--- config.mk ---
export PLATFORM = sky130hd
export DESIGN_NAME = muldiv_share_arb_flat
export DESIGN_NICKNAME = d
export VERILOG_FILES = /design/src/rtl/muldiv_share_arb_pkg.sv /design/src/rtl/muldiv_share_arb_if.sv /design/src/rtl/muldiv_share_arb_rr_arb_ptr.sv /design/src/rtl/muldiv_share_arb.sv /design/src/flat_wrapper.sv
export SDC_FILE = /design/constraint.sdc
export NUM_CORES = 1
export LEC_CHECK = 0
export ABC_AREA = 1
export CORE_AREA = 5 5 214 216
export DETAILED_ROUTE_END_ITERATION = 10
export DIE_AREA = 0 0 219 221
export SKIP_CTS_REPAIR_TIMING = 1
export SLEW_MARGIN = 10
export SYNTH_ARGS = -nofsm -noshare
export SYNTH_HDL_FRONTEND = slang
export SYNTH_SLANG_ARGS = --single-unit
--- constraint.sdc ---
create_clock -name clk_i -period 4.85 [get_ports clk_i]
set_clock_uncertainty 0.1 [all_clocks]
set_input_delay 0.485 -clock clk_i [delete_from_list [all_inputs] [get_ports clk_i]]
set_output_delay 0.485 -clock clk_i [all_outputs]
set_load 0.01 [all_outputs]
--- src/rtl/muldiv_share_arb_pkg.sv ---
// Shared types for the mul/div sharing arbiter.
//   riscv      : XLEN
//   ariane_pkg : fu_op / fu_data_t, TRANS_ID_BITS, the ownership-table entry
//                type and the mul/div op classifiers that the unit and the
//                arbiter both use.
package riscv;
    localparam int XLEN = 64;
endpackage

package ariane_pkg;
    localparam int TRANS_ID_BITS = 3;

    typedef enum logic [3:0] {
        ADD, MUL, MULH, MULHU, MULHSU, MULW,
        DIV, DIVU, DIVW, DIVUW, REM, REMU, REMW, REMUW
    } fu_op;

    typedef struct packed {
        fu_op                     operator;
        logic [riscv::XLEN-1:0]   operand_a;
        logic [riscv::XLEN-1:0]   operand_b;
        logic [TRANS_ID_BITS-1:0] trans_id;
    } fu_data_t;

    // owner is 2 bits wide: enough for up to 4 requesters
    typedef struct packed {
        logic                     valid;
        logic [1:0]               owner;
        logic [TRANS_ID_BITS-1:0] orig_id;
    } muldiv_tag_entry_t;

    function automatic logic is_mul_op(fu_op op);
        return op inside {MUL, MULH, MULHU, MULHSU, MULW};
    endfunction

    function automatic logic is_div_op(fu_op op);
        return op inside {DIV, DIVU, DIVW, DIVUW, REM, REMU, REMW, REMUW};
    endfunction
endpackage

--- src/rtl/muldiv_share_arb_if.sv ---
// Bundle between requesters / shared mul-div unit and the arbiter.
//   slave  : arbiter view (requests + unit results in, issue + responses out)
//   master : environment view (the inverse)
interface muldiv_share_arb_if
    import ariane_pkg::*;
#(
    parameter int NUM_REQ = 2,
    parameter int TAG_W   = TRANS_ID_BITS
) ();
    logic [NUM_REQ-1:0]               req_valid_i;
    fu_data_t [NUM_REQ-1:0]           req_data_i;
    logic [NUM_REQ-1:0]               req_ready_o;
    logic                             fu_valid_o;
    fu_data_t                         fu_data_o;
    logic                             fu_ready_i;
    logic                             fu_res_valid_i;
    logic [TAG_W-1:0]                 fu_res_tag_i;
    logic [riscv::XLEN-1:0]           fu_result_i;
    logic [NUM_REQ-1:0]               rsp_valid_o;
    logic [TAG_W-1:0]                 rsp_trans_id_o;
    logic [riscv::XLEN-1:0]           rsp_result_o;
    logic                             busy_o;
    logic                             dbg_bad_tag_o;   // sticky: result seen on an invalid tag

    modport slave (
        input  req_valid_i, req_data_i, fu_ready_i, fu_res_valid_i, fu_res_tag_i, fu_result_i,
        output req_ready_o, fu_valid_o, fu_data_o, rsp_valid_o, rsp_trans_id_o, rsp_result_o,
               busy_o, dbg_bad_tag_o
    );
    modport master (
        output req_valid_i, req_data_i, fu_ready_i, fu_res_valid_i, fu_res_tag_i, fu_result_i,
        input  req_ready_o, fu_valid_o, fu_data_o, rsp_valid_o, rsp_trans_id_o, rsp_result_o,
               busy_o, dbg_bad_tag_o
    );
endinterface

--- src/rtl/muldiv_share_arb_rr_arb_ptr.sv ---
// rr_arb_ptr: round-robin priority select with its own pointer register.
//   req       : request vector
//   gnt       : one-hot grant (combinational)
//   gnt_idx   : index of the granted request
//   gnt_valid : any request granted; pointer advances past the winner only then
module rr_arb_ptr #(
    parameter  int N     = 2,
    localparam int IDX_W = (N > 1) ? $clog2(N) : 1
) (
    input  logic             clk_i,
    input  logic             rst_ni,
    input  logic [N-1:0]     req,
    output logic [N-1:0]     gnt,
    output logic [IDX_W-1:0] gnt_idx,
    output logic             gnt_valid
);
    logic [IDX_W-1:0] ptr_q, ptr_d, idx;

    always_comb begin
        gnt_idx   = '0;
        gnt_valid = 1'b0;
        idx       = '0;
        for (int k = 0; k < N; k++) begin
            idx = IDX_W'((int'(ptr_q) + k) % N);
            if (!gnt_valid && req[idx]) begin
                gnt_valid = 1'b1;
                gnt_idx   = idx;
            end
        end
        gnt = '0;
        if (gnt_valid) gnt[gnt_idx] = 1'b1;
        ptr_d = ptr_q;
        if (gnt_valid) ptr_d = (int'(gnt_idx) == N - 1) ? '0 : gnt_idx + 1'b1;
    end

    always_ff @(posedge clk_i or negedge rst_ni) begin
        if (!rst_ni) ptr_q <= '0;
        else         ptr_q <= ptr_d;
    end
endmodule

--- src/rtl/muldiv_share_arb.sv ---
// muldiv_share_arb: shares one mul/div unit between NUM_REQ requesters.
//   clk_i, rst_ni : clock, async active-low reset
//   flush_i       : clears the ownership table, then holds issue off for QUIET_CYCLES
//   bus (slave)   : requester ops/ready, unit issue/results, routed responses, busy
// Each issued op gets a unit-local tag (lowest free table entry); the entry
// remembers owner and original trans_id so out-of-order results are routed back.
module muldiv_share_arb
    import ariane_pkg::*;
#(
    parameter int NUM_REQ      = 2,
    parameter int TAG_W        = TRANS_ID_BITS,
    parameter int QUIET_CYCLES = 2
) (
    input  logic              clk_i,
    input  logic              rst_ni,
    input  logic              flush_i,
    muldiv_share_arb_if.slave bus
);
    localparam int DEPTH = 2 ** TAG_W;
    localparam int QW    = $clog2(QUIET_CYCLES + 1);
    localparam int IDX_W = (NUM_REQ > 1) ? $clog2(NUM_REQ) : 1;

    muldiv_tag_entry_t  table_q [DEPTH];
    muldiv_tag_entry_t  res_entry;
    logic [QW-1:0]      quiet_q;
    logic               bad_tag_q;
    logic [TAG_W-1:0]   alloc_tag;
    logic               tag_free;
    logic [NUM_REQ-1:0] elig, gnt;
    logic [IDX_W-1:0]   gnt_idx;
    logic               gnt_valid, res_hit;
    fu_data_t           fu_data;

    // Allocator looks at registered state only: a tag freed this cycle is
    // not reusable until next cycle. Descending scan leaves the lowest free.
    always_comb begin
        alloc_tag = '0;
        tag_free  = 1'b0;
        for (int i = DEPTH - 1; i >= 0; i--) begin
            if (!table_q[i].valid) begin
                tag_free  = 1'b1;
                alloc_tag = TAG_W'(i);
            end
        end
    end

    // Division only issues when the serial divider can take it.
    always_comb begin
        for (int i = 0; i < NUM_REQ; i++) begin
            elig[i] = bus.req_valid_i[i]
                    && (is_mul_op(bus.req_data_i[i].operator)
                        || (is_div_op(bus.req_data_i[i].operator) && bus.fu_ready_i))
                    && tag_free && (quiet_q == '0) && !flush_i;
        end
    end

    rr_arb_ptr #(.N(NUM_REQ)) u_rr (
        .clk_i     (clk_i),
        .rst_ni    (rst_ni),
        .req       (elig),
        .gnt       (gnt),
        .gnt_idx   (gnt_idx),
        .gnt_valid (gnt_valid)
    );

    always_comb begin
        fu_data = '0;
        if (gnt_valid) begin
            fu_data          = bus.req_data_i[gnt_idx];
            fu_data.trans_id = alloc_tag;
        end
    end

    assign bus.req_ready_o = gnt;
    assign bus.fu_valid_o  = gnt_valid;
    assign bus.fu_data_o   = fu_data;

    // Result routing; a flush in the same cycle kills the result.
    assign res_entry = table_q[bus.fu_res_tag_i];
    assign res_hit   = bus.fu_res_valid_i && res_entry.valid && !flush_i;

    always_comb begin
        for (int i = 0; i < NUM_REQ; i++)
            bus.rsp_valid_o[i] = res_hit && (res_entry.owner == 2'(i));
        bus.rsp_trans_id_o = res_hit ? res_entry.orig_id : '0;
        bus.rsp_result_o   = res_hit ? bus.fu_result_i : '0;
        bus.busy_o         = 1'b0;
        for (int i = 0; i < DEPTH; i++)
            bus.busy_o = bus.busy_o | table_q[i].valid;
    end

    assign bus.dbg_bad_tag_o = bad_tag_q;

    always_ff @(posedge clk_i or negedge rst_ni) begin
        if (!rst_ni) begin
            for (int i = 0; i < DEPTH; i++) table_q[i] <= '0;
            quiet_q   <= '0;
            bad_tag_q <= 1'b0;
        end else begin
            if (bus.fu_res_valid_i && !res_entry.valid) bad_tag_q <= 1'b1;
            if (flush_i) begin
                for (int i = 0; i < DEPTH; i++) table_q[i].valid <= 1'b0;
                quiet_q <= QW'(QUIET_CYCLES);
            end else begin
                if (quiet_q != '0) quiet_q <= quiet_q - 1'b1;
                if (res_hit) table_q[bus.fu_res_tag_i].valid <= 1'b0;
                // alloc_tag is a free entry, so it never collides with res_hit's tag
                if (gnt_valid) begin
                    table_q[alloc_tag].valid   <= 1'b1;
                    table_q[alloc_tag].owner   <= 2'(gnt_idx);
                    table_q[alloc_tag].orig_id <= bus.req_data_i[gnt_idx].trans_id;
                end
            end
        end
    end
endmodule

--- src/flat_wrapper.sv ---
// flat-port wrapper written by rule: the top's interface ports become plain ports
module muldiv_share_arb_flat import ariane_pkg::*;
#(
    parameter int NUM_REQ      = 2,
    parameter int TAG_W        = TRANS_ID_BITS,
    parameter int QUIET_CYCLES = 2
)
  (clk_i, rst_ni, flush_i, bus_req_valid_i, bus_req_data_i, bus_fu_ready_i, bus_fu_res_valid_i, bus_fu_res_tag_i, bus_fu_result_i, bus_req_ready_o, bus_fu_valid_o, bus_fu_data_o, bus_rsp_valid_o, bus_rsp_trans_id_o, bus_rsp_result_o, bus_busy_o, bus_dbg_bad_tag_o);
  muldiv_share_arb_if #(.NUM_REQ(NUM_REQ), .TAG_W(TAG_W)) bus_i ();
  input  logic clk_i;
  input  logic rst_ni;
  input  logic flush_i;
  input wire logic [$bits(bus_i.req_valid_i)-1:0] bus_req_valid_i;
  input wire logic [$bits(bus_i.req_data_i)-1:0] bus_req_data_i;
  input wire logic [$bits(bus_i.fu_ready_i)-1:0] bus_fu_ready_i;
  input wire logic [$bits(bus_i.fu_res_valid_i)-1:0] bus_fu_res_valid_i;
  input wire logic [$bits(bus_i.fu_res_tag_i)-1:0] bus_fu_res_tag_i;
  input wire logic [$bits(bus_i.fu_result_i)-1:0] bus_fu_result_i;
  output wire logic [$bits(bus_i.req_ready_o)-1:0] bus_req_ready_o;
  output wire logic [$bits(bus_i.fu_valid_o)-1:0] bus_fu_valid_o;
  output wire logic [$bits(bus_i.fu_data_o)-1:0] bus_fu_data_o;
  output wire logic [$bits(bus_i.rsp_valid_o)-1:0] bus_rsp_valid_o;
  output wire logic [$bits(bus_i.rsp_trans_id_o)-1:0] bus_rsp_trans_id_o;
  output wire logic [$bits(bus_i.rsp_result_o)-1:0] bus_rsp_result_o;
  output wire logic [$bits(bus_i.busy_o)-1:0] bus_busy_o;
  output wire logic [$bits(bus_i.dbg_bad_tag_o)-1:0] bus_dbg_bad_tag_o;
  assign bus_i.req_valid_i = bus_req_valid_i;
  assign bus_i.req_data_i = bus_req_data_i;
  assign bus_i.fu_ready_i = bus_fu_ready_i;
  assign bus_i.fu_res_valid_i = bus_fu_res_valid_i;
  assign bus_i.fu_res_tag_i = bus_fu_res_tag_i;
  assign bus_i.fu_result_i = bus_fu_result_i;
  assign bus_req_ready_o = bus_i.req_ready_o;
  assign bus_fu_valid_o = bus_i.fu_valid_o;
  assign bus_fu_data_o = bus_i.fu_data_o;
  assign bus_rsp_valid_o = bus_i.rsp_valid_o;
  assign bus_rsp_trans_id_o = bus_i.rsp_trans_id_o;
  assign bus_rsp_result_o = bus_i.rsp_result_o;
  assign bus_busy_o = bus_i.busy_o;
  assign bus_dbg_bad_tag_o = bus_i.dbg_bad_tag_o;
  muldiv_share_arb #(.NUM_REQ(NUM_REQ), .TAG_W(TAG_W), .QUIET_CYCLES(QUIET_CYCLES)) u_core (.clk_i(clk_i), .rst_ni(rst_ni), .flush_i(flush_i), .bus(bus_i));
endmodule
; ---- Word level (Yosys, flattened, before mapping)
; Cells that the tools add are included.
; Widths: inputs -> output; s select.
[op_classes]
muxes = 61
add_sub_neg = 3
order_cmp = 8
n_bitwise = 9
n_reduce_logical = 32
eq_ne = 27
[op_table]
columns = cell, n
row1 = $mux 135, 3
row2 = $bwmux 48, 4
row3 = $mux 48, 3
row4 = $demux 6 s3, 4
row5 = $mux 64, 1
row6 = $eq 4x4->1 const B, 12
row7 = $eq 4x3->1 const B, 8
row8 = $mux 3, 10
row9 = $mux 1, 26
row10 = $mux 6, 4
row11 = $logic_and 1x1->1, 19
row12 = $bmux 6 s3, 1
row13 = $eq 4x2->1 const B, 4
row14 = $reduce_bool 8->1, 2
row15 = $reduce_bool 5->1, 2
row16 = $eq 4x1->1 const B, 2
row17 = $ge 4x4->1 const B, 2
row18 = $lt 4x1->1 const B, 2
row19 = $not 3->4, 2
row20 = $or 1x1->1, 7
row21 = $lt 1x2->1 const B, 3
row22 = $mux 2, 3
row23 = $mux 5, 1
row24 = $logic_not 2->1, 2
row25 = 8 further kinds, 13
[word_totals]
out_inout_bits = 209
ff_bits = 52
inputBits = 344

; ---- Longest topological paths before layout
; Gate-level depths: netlist of run 1.
[logic_depth]
ltp_word = 22
mapped_depth = 15

; ---- By module
; A second synthesis of run 1 with hierarchy kept.
[hier_totals]
cells_unflattened = 929
hier_area_um2 = 4991.0
[by_module_without_submodules]
columns = mod, seq_area_each_um2, area_per_inst_um2, cells_each, n_inst
row1 = muldiv_share_arb, 1076.0, 4924.7, 918, 1
row2 = rr_arb_ptr, 25.0, 66.3, 11, 1

; ---- Worst setup path after synthesis of run 1
; No wires, ideal clock.
[synth_path]
path_type = register -> output
start = reg u_core.quiet_q[0]
end = out bus_fu_data_o[100]
setup_slack_ns = 2.546
required_time_ns = 4.265
path_stages_with_launch = 15
arrival_time_ns = 1.719
path_buffers = 2
path_cell_list = dfrtp_1 inv_1 ha_1 inv_2 nor2_2 inv_2 a21oi_2 nand3_2 inv_2 nand2_4 inv_2 buf_4 buf_2 nand2_1 nand2_1
[synth_via]
elab_chain_cells = 12
word_cells_on_any_way = 18
classes_between = 11 x mux / 7 x reduce/logical
[synth_rtl]
columns = item, line_no
row1 = start: declaration, muldiv_share_arb.sv:25  ; logic [QW-1:0] quiet_q;
row2 = start signal: assignment, muldiv_share_arb.sv:103  ; quiet_q <= QW'(QUIET_CYCLES);
row3 = start signal: assignment, muldiv_share_arb.sv:105  ; if (quiet_q != '0) quiet_q <= quiet_q - 1'b1;
row4 = $logic_not 2->1 (*), muldiv_share_arb.sv:53  ; && tag_free && (quiet_q == '0) && !flush_i;
row5 = $logic_and 1x1->1 (2 in a row), muldiv_share_arb.sv:53
row6 = $mux 1 (implied by the code) (2 in a row), muldiv_share_arb_rr_arb_ptr.sv:25  ; if (!gnt_valid && req[idx]) begin
row7 = $mux 1, muldiv_share_arb_rr_arb_ptr.sv:25
row8 = $logic_not 1->1, muldiv_share_arb_rr_arb_ptr.sv:25
row9 = $logic_and 1x1->1, muldiv_share_arb_rr_arb_ptr.sv:25
row10 = $mux 1, muldiv_share_arb_rr_arb_ptr.sv:25
row11 = $mux 135 (implied by the code) (2 in a row), muldiv_share_arb.sv:69  ; fu_data = bus.req_data_i[gnt_idx];
row12 = $mux 135 (*), muldiv_share_arb.sv:68  ; if (gnt_valid) begin
row13 = end: declaration, flat_wrapper.sv:21  ; output wire logic [$bits(bus_i.fu_data_o)-1:0] bus_fu_data_o;
; Every way passes the cells marked *; elsewhere a longest branch is shown, timed or not. The select of a mux whose other input is x is not followed.

; ---- Final worst setup path of run 1
[layout_path]
start = in flush_i
end = out bus_fu_data_o[20]
[layout_via]
elab_chain_cells = 11
word_cells_on_any_way = 16
classes_between = 11 x mux / 5 x reduce/logical
[layout_rtl]
columns = item, line_no
row1 = start: declaration, flat_wrapper.sv:12  ; input logic flush_i;
row2 = $logic_not 1->1 (*), muldiv_share_arb.sv:53
row3 = $logic_and 1x1->1, muldiv_share_arb.sv:53
row4 = $mux 1 (implied by the code) (2 in a row), muldiv_share_arb_rr_arb_ptr.sv:25
row5 = $mux 1, muldiv_share_arb_rr_arb_ptr.sv:25
row6 = $logic_not 1->1, muldiv_share_arb_rr_arb_ptr.sv:25
row7 = $logic_and 1x1->1, muldiv_share_arb_rr_arb_ptr.sv:25
row8 = $mux 1, muldiv_share_arb_rr_arb_ptr.sv:25
row9 = $mux 135 (implied by the code) (2 in a row), muldiv_share_arb.sv:69
row10 = $mux 135 (*), muldiv_share_arb.sv:68
; Marked as above.

==> metrics.json, run 1 <==
{
  "time_the_final_worst_path_needs_with_i_o_delays_and_setup_ns": 4.02,
  "syn_avg_cell_area_um2": 5.19,
  "seqCellArea_mm2": 0.00110,
  "initialDrtViolationCount": 618,
  "post_synth_main_area_contributors": "sky130_fd_sc_hd__nand2_1 (41%), sky130_fd_sc_hd__dfrtp_1 (23%), sky130_fd_sc_hd__inv_1 (8.6%)",
  "outcome": "completed",
  "timing.critical_path.arrival_ns": 3.43,
  "grt_setup_unrepaired": "no",
  "synth_commonest_cells": "sky130_fd_sc_hd__nand2_1 (520), sky130_fd_sc_hd__inv_1 (108), sky130_fd_sc_hd__nor2_1 (95), sky130_fd_sc_hd__dfrtp_1 (44), sky130_fd_sc_hd__nand3_1 (42)",
  "ys_seq_area_share_pct": 23.3,
  "utilization_pct": 25.1,
  "initial_antenna_violation_count": 25,
  "cts-root-buf": "sky130_fd_sc_hd__clkbuf_16",
  "synth_warnings": 0,
  "cts.path.max_buffers": 2,
  "dp_worst_setup_slack_ns": 0.837,
  "max_cap_violations": 0,
  "clock-sinks": 44,
  "slew_headroom_pct": 31.6,
  "grt_pass1_wl_um": 48300,
  "wl_um": 35100,
  "synthCells": 909,
  "final_net_count": 1783,
  "drc": 0,
  "clk_latency_ns": 0.29,
  "timing_max_transition_violations_final": 0,
  "chipWidth_um": 219,
  "placement_rows": 77,
  "synth_enable_flop_cells": 0,
  "power-per-cell-area_mw_per_mm2": 166,
  "wl_per_cell_um": 17.2,
  "floorplan.initialDensity_pct": 10.8,
  "vias": 7616,
  "first_global_vias": 7303,
  "ys_flop_type": "sky130_fd_sc_hd__dfrtp_1",
  "layout.filler_cells": 4882,
  "vdd_drop_max_mv": 0.121,
  "ys_ff_latch": 44,
  "end_kind": "primary output",
  "buffer_ports.inserted": 552,
  "layout_worst_path_cycle_share_pct": 82.8,
  "synth.lib_cells_used.distinct": 32,
  "yosysMostFrequentCell": "sky130_fd_sc_hd__nand2_1",
  "worstSetupPathType": "in -> out",
  "cts_tree": "done",
  "dr.pass1.iters": 5,
  "top_level_ports": 553,
  "fin_ws_ns": 0.832,
  "synthToLayoutAreaGrowth_pct": 133,
  "cts.clk_slew.worst_paths_ns": 0.06,
  "chipHeight_um": 221,
  "gp_congestion": 0.991,
  "holdWs_ns": 0.279,
  "grt_max_degree": 63,
  "drive_gt1_share_pct": 2.78,
  "track_usage_pct": 13.4,
  "multiInputGateArea_mm2": 0.00291,
  "proportion_of_synthesized_flip_flops_having_asynchronous_set_or_reset_pct": 100,
  "critical_path_required_ns": 4.26,
  "final_hold_viol_count": 0,
  "synthesis.nets": 1254,
  "netlist_area_mm2": 0.00472,
  "worstHoldPathType": "in -> async",
  "routed_via_density": 3.74,
  "timing.final.setup_violations": 0,
  "timing.critical_path.from_type": "input pin",
  "drtAntennaViolNets": 0,
  "post-synth-top-area-fraction_pct": 41.3,
  "cts_htree_levels": 2,
  "place_hpwl_um": 31100,
  "core_region_area_mm2": 0.0437,
  "maxClockFrequency_mhz": 249,
  "crit_fanout": 54,
  "numCtsBuffers": 5,
  "power.leakage_nw": 5.14,
  "final.setup.tns_ns": 0,
  "grt_remaining_overflow": 0,
  "synth_top_cell_by_area": "sky130_fd_sc_hd__nand2_1",
  "worstMarginPinSlew_ns": 1.03,
  "floorplan.die_area_mm2": 0.0484
}
==> path summary, 6_finish.rpt <==
path                            slack (ns)                        to                      from  cells past startpoint
worst max register to register        2.61        u_core.table_q[43]         u_core.quiet_q[0]                     12
min in group clk_i                    0.37  u_core.bus.dbg_bad_tag_o  u_core.bus.dbg_bad_tag_o                      1
worst min-delay path                  0.28        u_core.table_q[42]                    rst_ni                      1
max in group asynchronous             3.74        u_core.table_q[39]                    rst_ni                      1
worst max-delay path                  0.83         bus_fu_data_o[20]                   flush_i                     12
worst min register to register        0.37  u_core.bus.dbg_bad_tag_o  u_core.bus.dbg_bad_tag_o                      1
==> metal layers <==
metal | up-vias | wire length, µm | global-route usage, % | share of wire, %
met3 | 57 | 4830 | 6.89 | 14
met1 | 3308 | 12800 | 14.5 | 36
met5 | - | 159 | 0 | 0.45
met4 | 26 | 607 | 2.41 | 1.7
li1 | 3762 | - | - | -
met2 | 463 | 16700 | 23.4 | 48
==> kinds of logic (layout without fill, tap and decap cells) <==
| kind of cell | after synthesis | count (layout) | synth area share [%] |
|---|---|---|---|
| flip-flops | 44 | 44 | 23.3 |
| buffers and inverters | 153 | 683 | 15.1 |
| AND/OR/NAND/NOR | 679 | 679 | 56.8 |
| AO/OA/AOI/OAI | 32 | 32 | 4.48 |
| adder cells (fa/ha/maj) | 1 | 1 | 0.265 |
| other | 0 | 8 | 0 |
==> critical path, cell delays in order <==
cell	delay, ns
sky130_fd_sc_hd__clkdlybuf4s50_1	0.62
sky130_fd_sc_hd__nor2_2	0.26
sky130_fd_sc_hd__inv_2	0.06
sky130_fd_sc_hd__a21oi_2	0.14
sky130_fd_sc_hd__nand3_2	0.11
sky130_fd_sc_hd__inv_2	0.11
sky130_fd_sc_hd__nand2_4	0.14
sky130_fd_sc_hd__inv_4	0.31
sky130_fd_sc_hd__buf_12	0.27
sky130_fd_sc_hd__nand2_1	0.18
sky130_fd_sc_hd__nand2_1	0.10
sky130_fd_sc_hd__clkdlybuf4s50_1	0.54
==> stage by stage <==
stage	instance area, µm²	cells	power, mW
floorplan	4720	909	0.822
global placement	10800	2023	1.48
detailed placement	10800	2023	1.48
CTS	11000	2031	1.84
global route	11000	2031	1.93
finish	11000	2039	1.82
==> power by group <==
part | internal, mW | total [mW] | switching [mW]
sequential | 0.407 | 0.430 | 0.0229
combinational | 0.570 | 1.04 | 0.469
clock | 0.205 | 0.354 | 0.149
total | 1.18 | 1.82 | 0.641
==> layout make-up <==
cell class              instances  area share [%]
clock inverters                 2           0.137
multi-input cells             712            26.5
flip-flops and latches         44            10.0
diodes                          8           0.182
clock buffers                   6            1.26
well taps                     592            6.75
inverters                     114            3.94
repair buffers                561            51.2
==> placed cells by master, fill, tap and decap left out, types with 2 or more instances in the layout <==
cell	n
sky130_fd_sc_hd__buf_12	3
sky130_fd_sc_hd__dfrtp_1	44
sky130_fd_sc_hd__a22oi_1	3
sky130_fd_sc_hd__clkinvlp_4	2
sky130_fd_sc_hd__o21ai_0	8
sky130_fd_sc_hd__nor2_2	4
sky130_fd_sc_hd__nand2_4	4
sky130_fd_sc_hd__inv_2	4
sky130_fd_sc_hd__a22o_1	2
sky130_fd_sc_hd__nor3_1	5
sky130_fd_sc_hd__nand2_1	520
sky130_fd_sc_hd__inv_4	2
sky130_fd_sc_hd__clkdlybuf4s50_1	551
sky130_fd_sc_hd__nand2_2	2
sky130_fd_sc_hd__inv_1	108
sky130_fd_sc_hd__nand3_1	42
sky130_fd_sc_hd__nand3_2	2
sky130_fd_sc_hd__clkbuf_16	5
sky130_fd_sc_hd__o211ai_1	2
sky130_fd_sc_hd__diode_2	8
sky130_fd_sc_hd__nor2_1	95
sky130_fd_sc_hd__buf_4	6
sky130_fd_sc_hd__o22ai_1	12
==> state kept, by name, summed over array words and instances, names as in the netlist <==
name and flops:
u_core.table_q 40, u_core.quiet_q 2, u_core.bus.dbg_bad_tag_o 1, u_core.u_rr.ptr_q 1
Note: power is estimated with default switching activity, not from simulation.
==> run 2, diff against run 1 <==
==> constraint.sdc (replaced) <==
create_clock -name clk_i -period 3.6 [get_ports clk_i]
set_clock_uncertainty 0.1 [all_clocks]
set_input_delay 0.36 -clock clk_i [delete_from_list [all_inputs] [get_ports clk_i]]
set_output_delay 0.36 -clock clk_i [all_outputs]
set_load 0.01 [all_outputs]
==> metrics.json, run 2 (synthesis gave the netlist of run 1 again) <==
{
  "timing.final.setup_violations": 0,
  "power.leakage_nw": 5.19,
  "drc": 0,
  "largest_register": "u_core.table_q",
  "end_kind": "primary output",
  "drtAntennaViolNets": 0,
  "final_common_cell": "sky130_fd_sc_hd__clkdlybuf4s50_1",
  "final_hold_viol_count": 0,
  "synthToLayoutAreaGrowth_pct": 135,
  "final.setup.tns_ns": 0,
  "timing.critical_path.arrival_ns": 2.94,
  "layout.filler_cells": 4851,
  "floorplan.initialDensity_pct": 10.8,
  "timing_max_transition_violations_final": 0,
  "largest_register_ff_count": 40,
  "clk_latency_ns": 0.29,
  "placement_rows": 77,
  "grt_remaining_overflow": 0,
  "slew_headroom_pct": 32.6,
  "layout_worst_path_cycle_share_pct": 94.6,
  "power-per-cell-area_mw_per_mm2": 228,
  "final_net_count": 1789,
  "timing.critical_path.from_type": "register",
  "worstHoldPathType": "in -> async",
  "post_layout_nonfiller_instances": 2049,
  "maxClockFrequency_mhz": 294,
  "first_global_vias": 7762,
  "wl_um": 34800,
  "max_cap_violations": 0,
  "floorplan.die_area_mm2": 0.0484,
  "worstMarginPinSlew_ns": 1.01,
  "cts.path.max_buffers": 2,
  "core_region_area_mm2": 0.0437,
  "track_usage_pct": 13.4,
  "gp_congestion": 0.897,
  "buffer_ports.inserted": 552,
  "crit_fanout": 28,
  "routed_via_density": 3.77,
  "wl_per_cell_um": 17.0,
  "grt_pass1_wl_um": 48900,
  "cts_tree": "done",
  "time_the_final_worst_path_needs_with_i_o_delays_and_setup_ns": 3.40,
  "grt_setup_unrepaired": "no",
  "cts.clk_slew.worst_paths_ns": 0.07,
  "biggestRegsByFlops": "u_core.table_q (40), u_core.quiet_q (2)",
  "chipHeight_um": 221,
  "leading_cell_types_in_the_layout_fill_and_taps_excluded": "sky130_fd_sc_hd__clkdlybuf4s50_1 (551), sky130_fd_sc_hd__nand2_1 (520), sky130_fd_sc_hd__inv_1 (108)",
  "clock-sinks": 44,
  "dr.pass1.iters": 5,
  "chipWidth_um": 219,
  "initial_antenna_violation_count": 30,
  "drive_gt1_share_pct": 3.18,
  "cts_htree_levels": 2,
  "numCtsBuffers": 5,
  "dp_worst_setup_slack_ns": 0.223,
  "place_hpwl_um": 31200,
  "grt_max_degree": 63,
  "critical_path_required_ns": 3.14,
  "vdd_drop_max_mv": 0.184,
  "numPlacedInstances": 2029,
  "vias": 7733,
  "top_level_ports": 553,
  "fin_ws_ns": 0.196,
  "worstSetupPathType": "reg -> out",
  "cts-root-buf": "sky130_fd_sc_hd__clkbuf_16",
  "initialDrtViolationCount": 459,
  "outcome": "completed"
}
[run 2: per-layer routing]
layer | track usage (%) | wire [µm] | part of all wire (%)
met3 | 8.75 | 5400 | 16
met4 | 2.98 | 822 | 2.4
met5 | 0 | 242 | 0.70
met1 | 13.1 | 11700 | 34
met2 | 23.5 | 16600 | 48
[run 2: stage by stage]
step / util (%) / power (mW) / instance area (µm²) / hold slack (ns)
CTS: 25.3 / 2.56 / 11100 / 0.177
global placement: 24.9 / 2.01 / 10900 / 0.357
detailed placement: 24.9 / 2.01 / 10900 / 0.363
finish: 25.4 / 2.53 / 11100 / 0.141
global route: 25.3 / 2.68 / 11100 / 0.235
floorplan: - / 1.11 / 4720 / -0.0356
[run 2: cell type report]
cell class / instances / area, µm² / share of cell area [%]
timing repair buffer: 567 / 5710 / 51.5
multi-input combinational: 712 / 2910 / 26.2
sequential: 44 / 1100 / 9.92
tap: 592 / 741 / 6.68
inverter: 114 / 433 / 3.90
clock buffer: 5 / 125 / 1.13
clock inverter: 3 / 46.3 / 0.417
antenna: 12 / 30.0 / 0.271
[run 2: worst max-delay path, cell delays in order, from the launching register on]
cell and delay [ns]:
sky130_fd_sc_hd__dfrtp_1 0.36, sky130_fd_sc_hd__inv_1 0.08, sky130_fd_sc_hd__ha_1 0.19, sky130_fd_sc_hd__inv_2 0.05, sky130_fd_sc_hd__nor2_2 0.14, sky130_fd_sc_hd__inv_2 0.06, sky130_fd_sc_hd__a21oi_2 0.16, sky130_fd_sc_hd__nand3_2 0.11
sky130_fd_sc_hd__inv_2 0.12, sky130_fd_sc_hd__nand2_4 0.10, sky130_fd_sc_hd__inv_4 0.25, sky130_fd_sc_hd__buf_12 0.22, sky130_fd_sc_hd__nand2_1 0.11, sky130_fd_sc_hd__nand2_1 0.12, sky130_fd_sc_hd__clkdlybuf4s50_1 0.57
[run 2: final timing paths]
path                            cells past startpoint                     start  slack [ns]                       end
worst max register to register                     13         u_core.quiet_q[0]        1.33        u_core.table_q[44]
worst max-delay path                               14         u_core.quiet_q[0]        0.20        bus_fu_data_o[108]
max in group asynchronous                           1                    rst_ni        2.63        u_core.table_q[20]
worst min-delay path                                1                    rst_ni        0.14        u_core.table_q[24]
min in group clk_i                                  1  u_core.bus.dbg_bad_tag_o        0.37  u_core.bus.dbg_bad_tag_o
worst min register to register                      1  u_core.bus.dbg_bad_tag_o        0.37  u_core.bus.dbg_bad_tag_o
[run 2: power breakdown]
| part | internal (mW) | total [mW] | switching, mW |
|---|---|---|---|
| clock | 0.330 | 0.532 | 0.202 |
| sequential | 0.549 | 0.577 | 0.0285 |
| combinational | 0.780 | 1.42 | 0.637 |
| total | 1.66 | 2.53 | 0.868 |
==> run 3, diff against run 2 <==
--- a/config.mk
+++ b/config.mk
@@ -9,6 +9,7 @@
 export CORE_AREA = 5 5 214 216
 export DETAILED_ROUTE_END_ITERATION = 10
 export DIE_AREA = 0 0 219 221
+export PLACE_DENSITY_LB_ADDON = 0.05
 export SKIP_CTS_REPAIR_TIMING = 1
 export SLEW_MARGIN = 10
 export SYNTH_ARGS = -nofsm -noshare
==> metrics.json, run 3 (synthesis gave the netlist of run 1 again) <==
{
  "crit_fanout": 58,
  "end_kind": "primary output",
  "total_power_mw": 2.47,
  "maxClockFrequency_mhz": 293,
  "timing_max_transition_violations_final": 0,
  "initial_antenna_violation_count": 12,
  "routed_via_density": 3.60,
  "synthToLayoutAreaGrowth_pct": 134,
  "grt_remaining_overflow": 0,
  "initialDrtViolationCount": 407,
  "top_level_ports": 553,
  "dp_worst_setup_slack_ns": 0.143,
  "worstSetupPathType": "reg -> out",
  "power-per-cell-area_mw_per_mm2": 224,
  "outcome": "completed",
  "pwr-share-comb_pct": 58.4,
  "largest_register": "u_core.table_q",
  "cts.path.max_buffers": 2,
  "placement_rows": 77,
  "drive_gt1_share_pct": 2.98,
  "gr-max-usage-layer": "met2",
  "dr.pass1.iters": 5,
  "cts-root-buf": "sky130_fd_sc_hd__clkbuf_16",
  "power.leakage_nw": 5.19,
  "final.setup.tns_ns": 0,
  "switchingPower_mw": 0.891,
  "chipWidth_um": 219,
  "leading_cell_types_in_the_layout_fill_and_taps_excluded": "sky130_fd_sc_hd__clkdlybuf4s50_1 (550), sky130_fd_sc_hd__nand2_1 (520), sky130_fd_sc_hd__inv_1 (108)",
  "chipHeight_um": 221,
  "critical-path-max-stage-delay_ns": 0.54,
  "path_cells": "inv_1, ha_1, inv_2, nor2_2, inv_2, a21oi_2, nand3_2, inv_2, nand2_4, inv_4, buf_12, nand2_1, nand2_1, clkdlybuf4s50_1",
  "power_switching_share_pct": 36.1,
  "vias": 7356,
  "drtAntennaViolNets": 0,
  "worstMarginPinSlew_ns": 0.784,
  "timing.final.setup_violations": 0,
  "wl_um": 39500,
  "place_hpwl_um": 34300,
  "drc": 0,
  "final_net_count": 1788,
  "sequentialPowerShare_pct": 23.4,
  "wl_per_cell_um": 19.3,
  "worstHoldPathType": "in -> async",
  "gp_congestion": 0.846,
  "timing.critical_path.from_type": "register",
  "clock_power_share_pct": 18.2,
  "cellInternalPower_mw": 1.58,
  "vdd_drop_max_mv": 0.137,
  "final_common_cell": "sky130_fd_sc_hd__clkdlybuf4s50_1",
  "grtUsageMet3_pct": 4.61,
  "rr_endpoint": "u_core.table_q[1]",
  "buffer_ports.inserted": 552,
  "biggestRegsByFlops": "u_core.table_q (40), u_core.quiet_q (2)",
  "cts.clk_slew.worst_paths_ns": 0.06,
  "cp_common_cell": "sky130_fd_sc_hd__inv_2",
  "grt_pass1_wl_um": 54400,
  "first_global_vias": 7147,
  "cts_tree": "done",
  "rr_startpoint": "u_core.quiet_q[0]",
  "final_hold_viol_count": 0,
  "numCtsBuffers": 5,
  "critical_path_required_ns": 3.14,
  "floorplan.initialDensity_pct": 10.8,
  "core_region_area_mm2": 0.0437,
  "clock-sinks": 44,
  "largest_register_ff_count": 40,
  "clk_latency_ns": 0.29,
  "critical_path.slowest_cell": "sky130_fd_sc_hd__clkdlybuf4s50_1",
  "time_the_final_worst_path_needs_with_i_o_delays_and_setup_ns": 3.42,
  "worst_reg2reg_setup_slack_ns": 1.26,
  "floorplan.die_area_mm2": 0.0484,
  "groute.layer.met2.usage_pct": 28.3,
  "cp-startpoint": "u_core.quiet_q[0]",
  "grt_max_degree": 59,
  "fin_ws_ns": 0.184,
  "timing.critical_path.arrival_ns": 2.96,
  "reg2reg_depth": 14,
  "grt_setup_unrepaired": "yes",
  "met1_track_usage_gr_pct": 17.9,
  "track_usage_pct": 15.3,
  "cts_htree_levels": 2,
  "slew_headroom_pct": 47.7,
  "layout_worst_path_cycle_share_pct": 94.9,
  "max_cap_violations": 0
}
## run 3: area by class of cell
| cell class | instances | area, µm² |
|---|---|---|
| clock buffers | 6 | 129 |
| clock inverters | 1 | 5.00 |
| well taps | 592 | 741 |
| diodes | 8 | 20.0 |
| flip-flops and latches | 44 | 1100 |
| inverters | 114 | 435 |
| fillers | 4962 | 32700 |
| repair buffers | 566 | 5700 |
| multi-input cells | 712 | 2910 |
## run 3: power by group through the flow
stage	logic, mW	clock network, mW	registers [mW]
after floorplan	0.529	0	0.578
after global placement	1.48	0	0.589
after detailed placement	1.46	0	0.588
after CTS	1.47	0.467	0.579
after global routing	1.57	0.491	0.587
final	1.44	0.450	0.579
## run 3: metrics by stage
step / hold slack [ns] / utilization [%] / std cells / area, µm²
5_1_grt: 0.117 / 25.2 / 2039 / 11000
4_1_cts: 0.0772 / 25.2 / 2035 / 11000
3_5_place_dp: 0.366 / 24.9 / 2028 / 10900
6_report: 0.0538 / 25.2 / 2043 / 11000
2_1_floorplan: -0.0356 / - / 909 / 4720
3_3_place_gp: 0.356 / 24.9 / 2028 / 10900
## run 3: worst max path at each step
stage / endpoint / slack [ns] / cells past startpoint
6_report: bus_fu_data_o[106] / 0.18 / 14
5_1_grt: bus_fu_data_o[106] / -0.005 / 14
4_1_cts: bus_fu_data_o[34] / 0.10 / 14
3_5_place_dp: bus_fu_data_o[34] / 0.14 / 15
3_3_place_gp: bus_fu_data_o[34] / 0.19 / 15
2_1_floorplan: bus_fu_data_o[100] / 1.42 / 14
## run 3: critical path, delay by kind of cell, from the launching register on
kind | cells | cell delay [ns]
buffers and inverters | 7 | 1.24
AO/OA/AOI/OAI | 1 | 0.14
AND/OR/NAND/NOR | 5 | 0.68
flip-flops | 1 | 0.36
adder cells (fa/ha/maj) | 1 | 0.19
## run 3: per-layer routing
layer  share of wire [%]  up-vias
met2                  51      306
met4                0.84       10
met3                 8.3       26
met1                  39     3244
met5                0.16        -
li1                    -     3770
